[src/rtl/page_table_walker_pkg.sv]
`default_nettype none
// ============================================================================
//  Module      : PageStruct (package)
//  Description : Shared types and constants for the Sv39/Sv48 page-table
//                walker: PTE layout, address-geometry constants, walker states.
//  Revision    : 1.0 - initial release
// ============================================================================
package PageStruct;

    localparam int PAGE_OFFSET = 12;   // bytes per page = 2**PAGE_OFFSET
    localparam int VPN_SEG_W   = 9;    // VPN bits consumed per level
    localparam int PTE_BYTES   = 8;    // size of one PTE in memory
    localparam int PTE_PPN_W   = 44;   // PPN field width inside a PTE

    // RISC-V PTE, MSB first: reserved[63:54], ppn[53:10], rsw[9:8], flags[7:0]
    typedef struct packed {
        logic [9:0]           reserved;
        logic [PTE_PPN_W-1:0] ppn;
        logic [1:0]           rsw;
        logic                 d;
        logic                 a;
        logic                 g;
        logic                 u;
        logic                 x;
        logic                 w;
        logic                 r;
        logic                 v;
    } PTEPack;

    typedef enum logic [2:0] {
        ST_IDLE  = 3'd0,
        ST_REQ   = 3'd1,
        ST_WAIT  = 3'd2,
        ST_DONE  = 3'd3,
        ST_DRAIN = 3'd4
    } walk_state_e;

endpackage
`default_nettype wire

[src/rtl/page_table_walker_pte_check.sv]
`default_nettype none
// ============================================================================
//  Module      : pte_check
//  Description : Combinational PTE decoder. Splits a raw 64-bit PTE into its
//                fields and classifies it as leaf and/or fault for the level
//                currently being walked.
//  Revision    : 1.0 - initial release
// ============================================================================
module pte_check
    import PageStruct::*;
#(
    parameter int LEVELS = 3
) (
    input  logic [63:0]               pte_raw,
    input  logic [$clog2(LEVELS)-1:0] level,
    output PTEPack                    pte,
    output logic                      is_leaf,
    output logic                      is_fault
);

    logic [PTE_PPN_W-1:0] w_sp_mask;
    logic                 w_misaligned;
    logic                 w_bad_perm;
    logic                 w_rsvd;

    // Decode the PTE and apply validity, permission and superpage-alignment rules
    always_comb begin
        pte          = PTEPack'(pte_raw);
        is_leaf      = pte.r | pte.x;
        // Low PPN bits that must be zero for a superpage mapped at this level
        w_sp_mask    = (PTE_PPN_W'(1) << (VPN_SEG_W * int'(level))) - PTE_PPN_W'(1);
        w_misaligned = is_leaf && (level != '0) && ((pte.ppn & w_sp_mask) != '0);
        w_bad_perm   = !pte.r && pte.w;
        w_rsvd       = (pte.reserved != '0);
        is_fault     = !pte.v || w_bad_perm || w_rsvd || w_misaligned
                       || (!is_leaf && (level == '0));
    end

endmodule
`default_nettype wire

[src/rtl/page_table_walker.sv]
`default_nettype none
// ============================================================================
//  Module      : page_table_walker
//  Description : Multi-level RISC-V page-table walker (Sv39 / Sv48). Issues one
//                PTE read per level, follows non-leaf pointers and returns the
//                final PTE, its level and a page-fault flag.
//  Revision    : 1.0 - initial release
// ============================================================================
module page_table_walker
    import PageStruct::*;
#(
    parameter int LEVELS = 3,
    parameter int PPN_W  = 44,
    parameter int VPN_W  = 9 * LEVELS
) (
    input  logic                      clk,
    input  logic                      rst,
    input  logic                      req_valid,
    output logic                      req_ready,
    input  logic [VPN_W-1:0]          req_vpn,
    input  logic [PPN_W-1:0]          req_root_ppn,
    output logic                      mem_req_valid,
    input  logic                      mem_req_ready,
    output logic [63:0]               mem_req_addr,
    input  logic                      mem_resp_valid,
    input  logic [63:0]               mem_resp_data,
    input  logic                      flush,
    output logic                      resp_valid,
    input  logic                      resp_ready,
    output PTEPack                    resp_pte,
    output logic [$clog2(LEVELS)-1:0] resp_level,
    output logic                      resp_fault
);

    localparam int c_LVL_W = $clog2(LEVELS);

    walk_state_e          r_state;
    walk_state_e          w_state_nxt;
    logic [VPN_W-1:0]     r_vpn;
    logic [PPN_W-1:0]     r_ppn;
    logic [c_LVL_W-1:0]   r_level;
    PTEPack               r_resp_pte;
    logic [c_LVL_W-1:0]   r_resp_level;
    logic                 r_resp_fault;

    PTEPack               w_pte;
    logic                 w_leaf;
    logic                 w_fault;
    logic [VPN_SEG_W-1:0] w_vpn_seg;
    logic                 w_accept;
    logic                 w_pte_take;

    pte_check #(
        .LEVELS   (LEVELS)
    ) u_pte_check (
        .pte_raw  (mem_resp_data),
        .level    (r_level),
        .pte      (w_pte),
        .is_leaf  (w_leaf),
        .is_fault (w_fault)
    );

    assign w_vpn_seg    = r_vpn[VPN_SEG_W * r_level +: VPN_SEG_W];
    assign mem_req_addr = (64'(r_ppn) << PAGE_OFFSET)
                        + (64'(w_vpn_seg) << $clog2(PTE_BYTES));
    assign w_accept     = (r_state == ST_IDLE) && req_valid && !flush;
    assign w_pte_take   = (r_state == ST_WAIT) && mem_resp_valid && !flush;
    assign resp_pte     = r_resp_pte;
    assign resp_level   = r_resp_level;
    assign resp_fault   = r_resp_fault;

    // State register; reset forces IDLE immediately
    always_ff @(posedge clk or posedge rst) begin
        if (rst) r_state <= ST_IDLE;
        else     r_state <= w_state_nxt;
    end

    // Next-state and handshake outputs; flush masks every outgoing valid/ready
    always_comb begin
        w_state_nxt   = r_state;
        req_ready     = 1'b0;
        mem_req_valid = 1'b0;
        resp_valid    = 1'b0;
        case (r_state)
            ST_IDLE: begin
                req_ready = !flush;
                if (w_accept) w_state_nxt = ST_REQ;
            end
            ST_REQ: begin
                mem_req_valid = !flush;
                if (flush)              w_state_nxt = ST_IDLE;
                else if (mem_req_ready) w_state_nxt = ST_WAIT;
            end
            ST_WAIT: begin
                if (flush)               w_state_nxt = mem_resp_valid ? ST_IDLE : ST_DRAIN;
                else if (mem_resp_valid) w_state_nxt = (w_leaf || w_fault) ? ST_DONE : ST_REQ;
            end
            ST_DONE: begin
                resp_valid = !flush;
                if (flush || resp_ready) w_state_nxt = ST_IDLE;
            end
            ST_DRAIN: begin
                // The read already issued must be swallowed before a new walk
                if (mem_resp_valid) w_state_nxt = ST_IDLE;
            end
            default: w_state_nxt = ST_IDLE;
        endcase
    end

    // Walk context and result registers
    always_ff @(posedge clk or posedge rst) begin
        if (rst) begin
            r_vpn        <= '0;
            r_ppn        <= '0;
            r_level      <= '0;
            r_resp_pte   <= '0;
            r_resp_level <= '0;
            r_resp_fault <= 1'b0;
        end else if (w_accept) begin
            r_vpn   <= req_vpn;
            r_ppn   <= req_root_ppn;
            r_level <= c_LVL_W'(LEVELS - 1);
        end else if (w_pte_take) begin
            if (!w_leaf && !w_fault) begin
                r_ppn   <= PPN_W'(w_pte.ppn);
                r_level <= r_level - c_LVL_W'(1);
            end else begin
                r_resp_pte   <= w_pte;
                r_resp_level <= r_level;
                r_resp_fault <= w_fault;
            end
        end
    end

endmodule
`default_nettype wire

[config.mk]
export PLATFORM = sky130hd
export DESIGN_NAME = page_table_walker
export DESIGN_NICKNAME = d
export VERILOG_FILES = /design/src/rtl/page_table_walker_pkg.sv /design/src/rtl/page_table_walker_pte_check.sv /design/src/rtl/page_table_walker.sv
export SDC_FILE = /design/constraint.sdc
export NUM_CORES = 1
export LEC_CHECK = 0
export ABC_CLOCK_PERIOD_IN_PS = 5200
export BUFFER_PORTS_ARGS = -buffer_cell sky130_fd_sc_hd__buf_2
export CAP_MARGIN = 25
export CORE_ASPECT_RATIO = 1.4
export CORE_UTILIZATION = 48
export CTS_CLUSTER_DIAMETER = 30
export DETAILED_ROUTE_END_ITERATION = 16
export PLACE_DENSITY = 0.86
export REMOVE_ABC_BUFFERS = 1
export SETUP_SLACK_MARGIN = 0.1
export SYNTH_ARGS = -nofsm -noshare
export SYNTH_HDL_FRONTEND = slang
export SYNTH_SLANG_ARGS = --single-unit
[constraint.sdc]
create_clock -name clk -period 5.2 [get_ports clk]
set_clock_uncertainty 0.2 [all_clocks]
set_input_delay 0.78 -clock clk [delete_from_list [all_inputs] [get_ports clk]]
set_output_delay 0.78 -clock clk [all_outputs]
set_load 0.005 [all_outputs]
==> results by group <==
Outcome
  – Status: complete, no violations

Logic synthesis
  – Largest area contributor in the netlist: dfrtp_1
  – Synthesized area per cell: 12.3 µm²
  – Post-synthesis register bit count: 143
  – EDFF count, synth: 0
  – Sequential-to-total area share from yosys stat: 0.561
  – Top-area cell type share of the netlist area: 0.561
  – Number of distinct library cells after synthesis: 47
  – Ys Warns: 0
  – Top cells by area, synth: dfrtp_1, mux2_2, a22oi_1, mux2_1, inv_1
  – Primary FF master, synth: dfrtp_1
  – Cells after synthesis: 518
  – Async SR Flop Fraction: 1.00
  – Synthesized area: 6380 µm²

Clocking
  – Sink Count: 143
  – CTS clock-pin slew for the worst setup and hold paths: 0.06 ns
  – Post-CTS resize count: 0
  – Hold buffers post-CTS: 0
  – CTS tree: done
  – Max clock buf depth: 2
  – CTS buffer count: 17
  – Worst-skew pair later-pin latency: 0.40 ns
  – Root Driver: clkbuf_16
  – H-tree levels: 4
  – Post-CTS setup buffer count: 0

Routing
  – # DRC: 0
  – Drt first-iter violations: 198
  – Routed vias/inst: 5.23
  – Vias: 5071
  – Antenna viol nets, final: 0
  – Drt total wl: 16.1 mm
  – First drt pass iteration count: 5
  – Avg WL per Cell: 16.6 µm

Power and ir drop
  – Sw Share: 0.307
  – Lkg Pwr: 4.22 nW
  – Clock share of power: 0.272
  – Combinational power share: 0.311
  – PwrDens: 547 nW/µm²
  – Max VDD drop: 315 µV
  – NetSw: 1.41 mW
  – Cell Int Power: 3.20 mW
  – Total power: 4.61 mW
  – Reg power frac: 0.417

Critical path
  – Setup crit start kind: flop
  – RR Startpoint: r_level[1]$_DFFE_PP0P_
  – R2R Setup Slk: 2.03 ns
  – Worst reg2reg endpoint: r_ppn[13]$_DFFE_PP0P_
  – R2R depth: 8
  – Worst path arrival time: 2.24 ns
  – CP Data Required Time: 4.22 ns
  – Crit Path Max Fanout: 15
  – Setup CP Type: flop to output pin
  – Crit end category: output pin

Worst hold path
  – Hold Crit Class: input port to asynchronous set/reset pin

Placement
  – DP Area: 7770 µm²
  – Gpl congestion: 0.825
  – Detailed Place HPWL: 11.7 mm
  – Port buffer count: 264

Floorplanning
  – Core area: 12900 µm²
  – Initial core utilization: 0.493
  – # IOs: 276
  – Die area: 13800 µm²
  – Die X: 99.5 µm
  – Die Y: 138 µm
  – Std cell rows: 49

Global routing
  – Largest net degree at the start of global routing: 109
  – Initial antenna violation count: 1
  – GRT overflow: 0
  – First-pass GRT wire length: 25.9 mm
  – Vias in the first global route: 5248
  – All-Layer GR Usage: 0.242

STA
  – Fin crit period: 3.22 ns
  – Worst-Margin Slew: 0.861 ns
  – F_max: 310 MHz
  – Final setup viols: 0
  – Hold Vio Cnt, Final: 0
  – Post-route setup TNS: 0 ns
  – Max-slew violations: 0
  – Period utilization: 0.620
  – Slew HR: 0.426
  – RSZ-0062 raised after global routing: false

Layout
  – Layout Nets: 927
  – Final instance area: 8440 µm²
  – Most frequent cells in the layout: buf_2, dfrtp_1, mux2_2
  – Share of post-route cells with drive strength above 1: 0.475
  – Commonest non-fill, non-tap cell in the layout: buf_2
  – Area Overhead vs Synth: 32.2%
  – Final core utilization: 0.652

Flow run
  – Max-Cap Viols: 0
[cell usage after synthesis (4+ instances only)]
cell type / n
nor3_1: 7
ha_1: 7
buf_2: 17
mux2_2: 65
buf_6: 7
buf_4: 13
o21ai_0: 24
nor2_1: 10
dfrtp_1: 143
a22oi_1: 45
nor4_1: 4
nand2_1: 14
mux2i_1: 10
mux2_1: 29
inv_1: 53
o21ai_1: 32
[worst max path at each step]
stage / end / start / cells past startpoint / slack (ns)
after floorplan: r_level[0]$_DFFE_PP0P_ / rst / 1 / 0.38
after global placement: r_ppn[43]$_DFFE_PP0P_ / r_level[1]$_DFFE_PP0P_ / 6 / 1.96
after detailed placement: r_ppn[13]$_DFFE_PP0P_ / r_level[1]$_DFFE_PP0P_ / 8 / 1.97
after CTS: mem_req_addr[5] / r_level[0]$_DFFE_PP0P_ / 5 / 1.94
after global routing: r_ppn[5]$_DFFE_PP0P_ / r_level[1]$_DFFE_PP0P_ / 8 / 1.75
final: mem_req_addr[8] / r_level[0]$_DFFE_PP0P_ / 5 / 1.98
[area by class of cell]
type	count	area, µm²
Multi-Input combinational cell	292	2380
Inverter	53	204
Clock inverter	13	178
Tap cell	178	223
Clock buffer	19	433
Antenna cell	1	2.50
Sequential cell	143	3580
Fill cell	1029	4500
Timing Repair Buffer	271	1440
[state kept, by name, summed over array words and instances (netlist names)]
name,flops
r_state,3
r_ppn,44
resp_pte,64
r_vpn,27
r_level,2
resp_fault,1
resp_level,2
[power groups by stage]
stage               Clock [mW]  Sequential (mW)  Combinational (mW)
global route              1.32             1.99                1.59
finish                    1.25             1.92                1.44
floorplan                    0             1.95               0.699
global placement             0             1.91                1.38
CTS                       1.28             1.92                1.45
detailed placement           0             1.94                1.44
[worst max-delay path, cell delays in order, from the launching register on]
cell and delay [ns]:
dfrtp_1 0.66, inv_1 0.20, nor2_1 0.62, nand2_1 0.10, o21ai_0 0.11, buf_2 0.14
[stage by stage]
| stage | worst slack [ns] | cells | hold WS, ns |
|---|---|---|---|
| floorplan | 0.382 | 488 | 0.280 |
| global placement | 1.96 | 934 | 0.262 |
| detailed placement | 1.97 | 935 | 0.269 |
| CTS | 1.94 | 967 | 0.284 |
| global route | 1.75 | 970 | 0.177 |
| finish | 1.98 | 970 | 0.152 |
[cell families (layout without fill, tap and decap cells)]
family,Yosys count,count (layout),share of synthesized area
DFF,143,143,0.561
AOI/OAI and AO/OA,117,117,0.119
muxes,104,104,0.182
buffers and inverters,93,356,0.0739
and+or+nand+nor,52,52,0.0494
adders and majority gates,7,7,0.0137
other,1,12,0.000588
xor gates and xnor gates,1,1,0.00137
[routing by layer]
layer / routed length, µm / vias up / GRT usage
met5: 0 / - / 0
met4: 507 / 0 / 0.107
met3: 989 / 36 / 0.0642
met2: 8560 / 217 / 0.421
met1: 6030 / 2472 / 0.276
li1: - / 2346 / -
(Power assumes the default switching activity.)
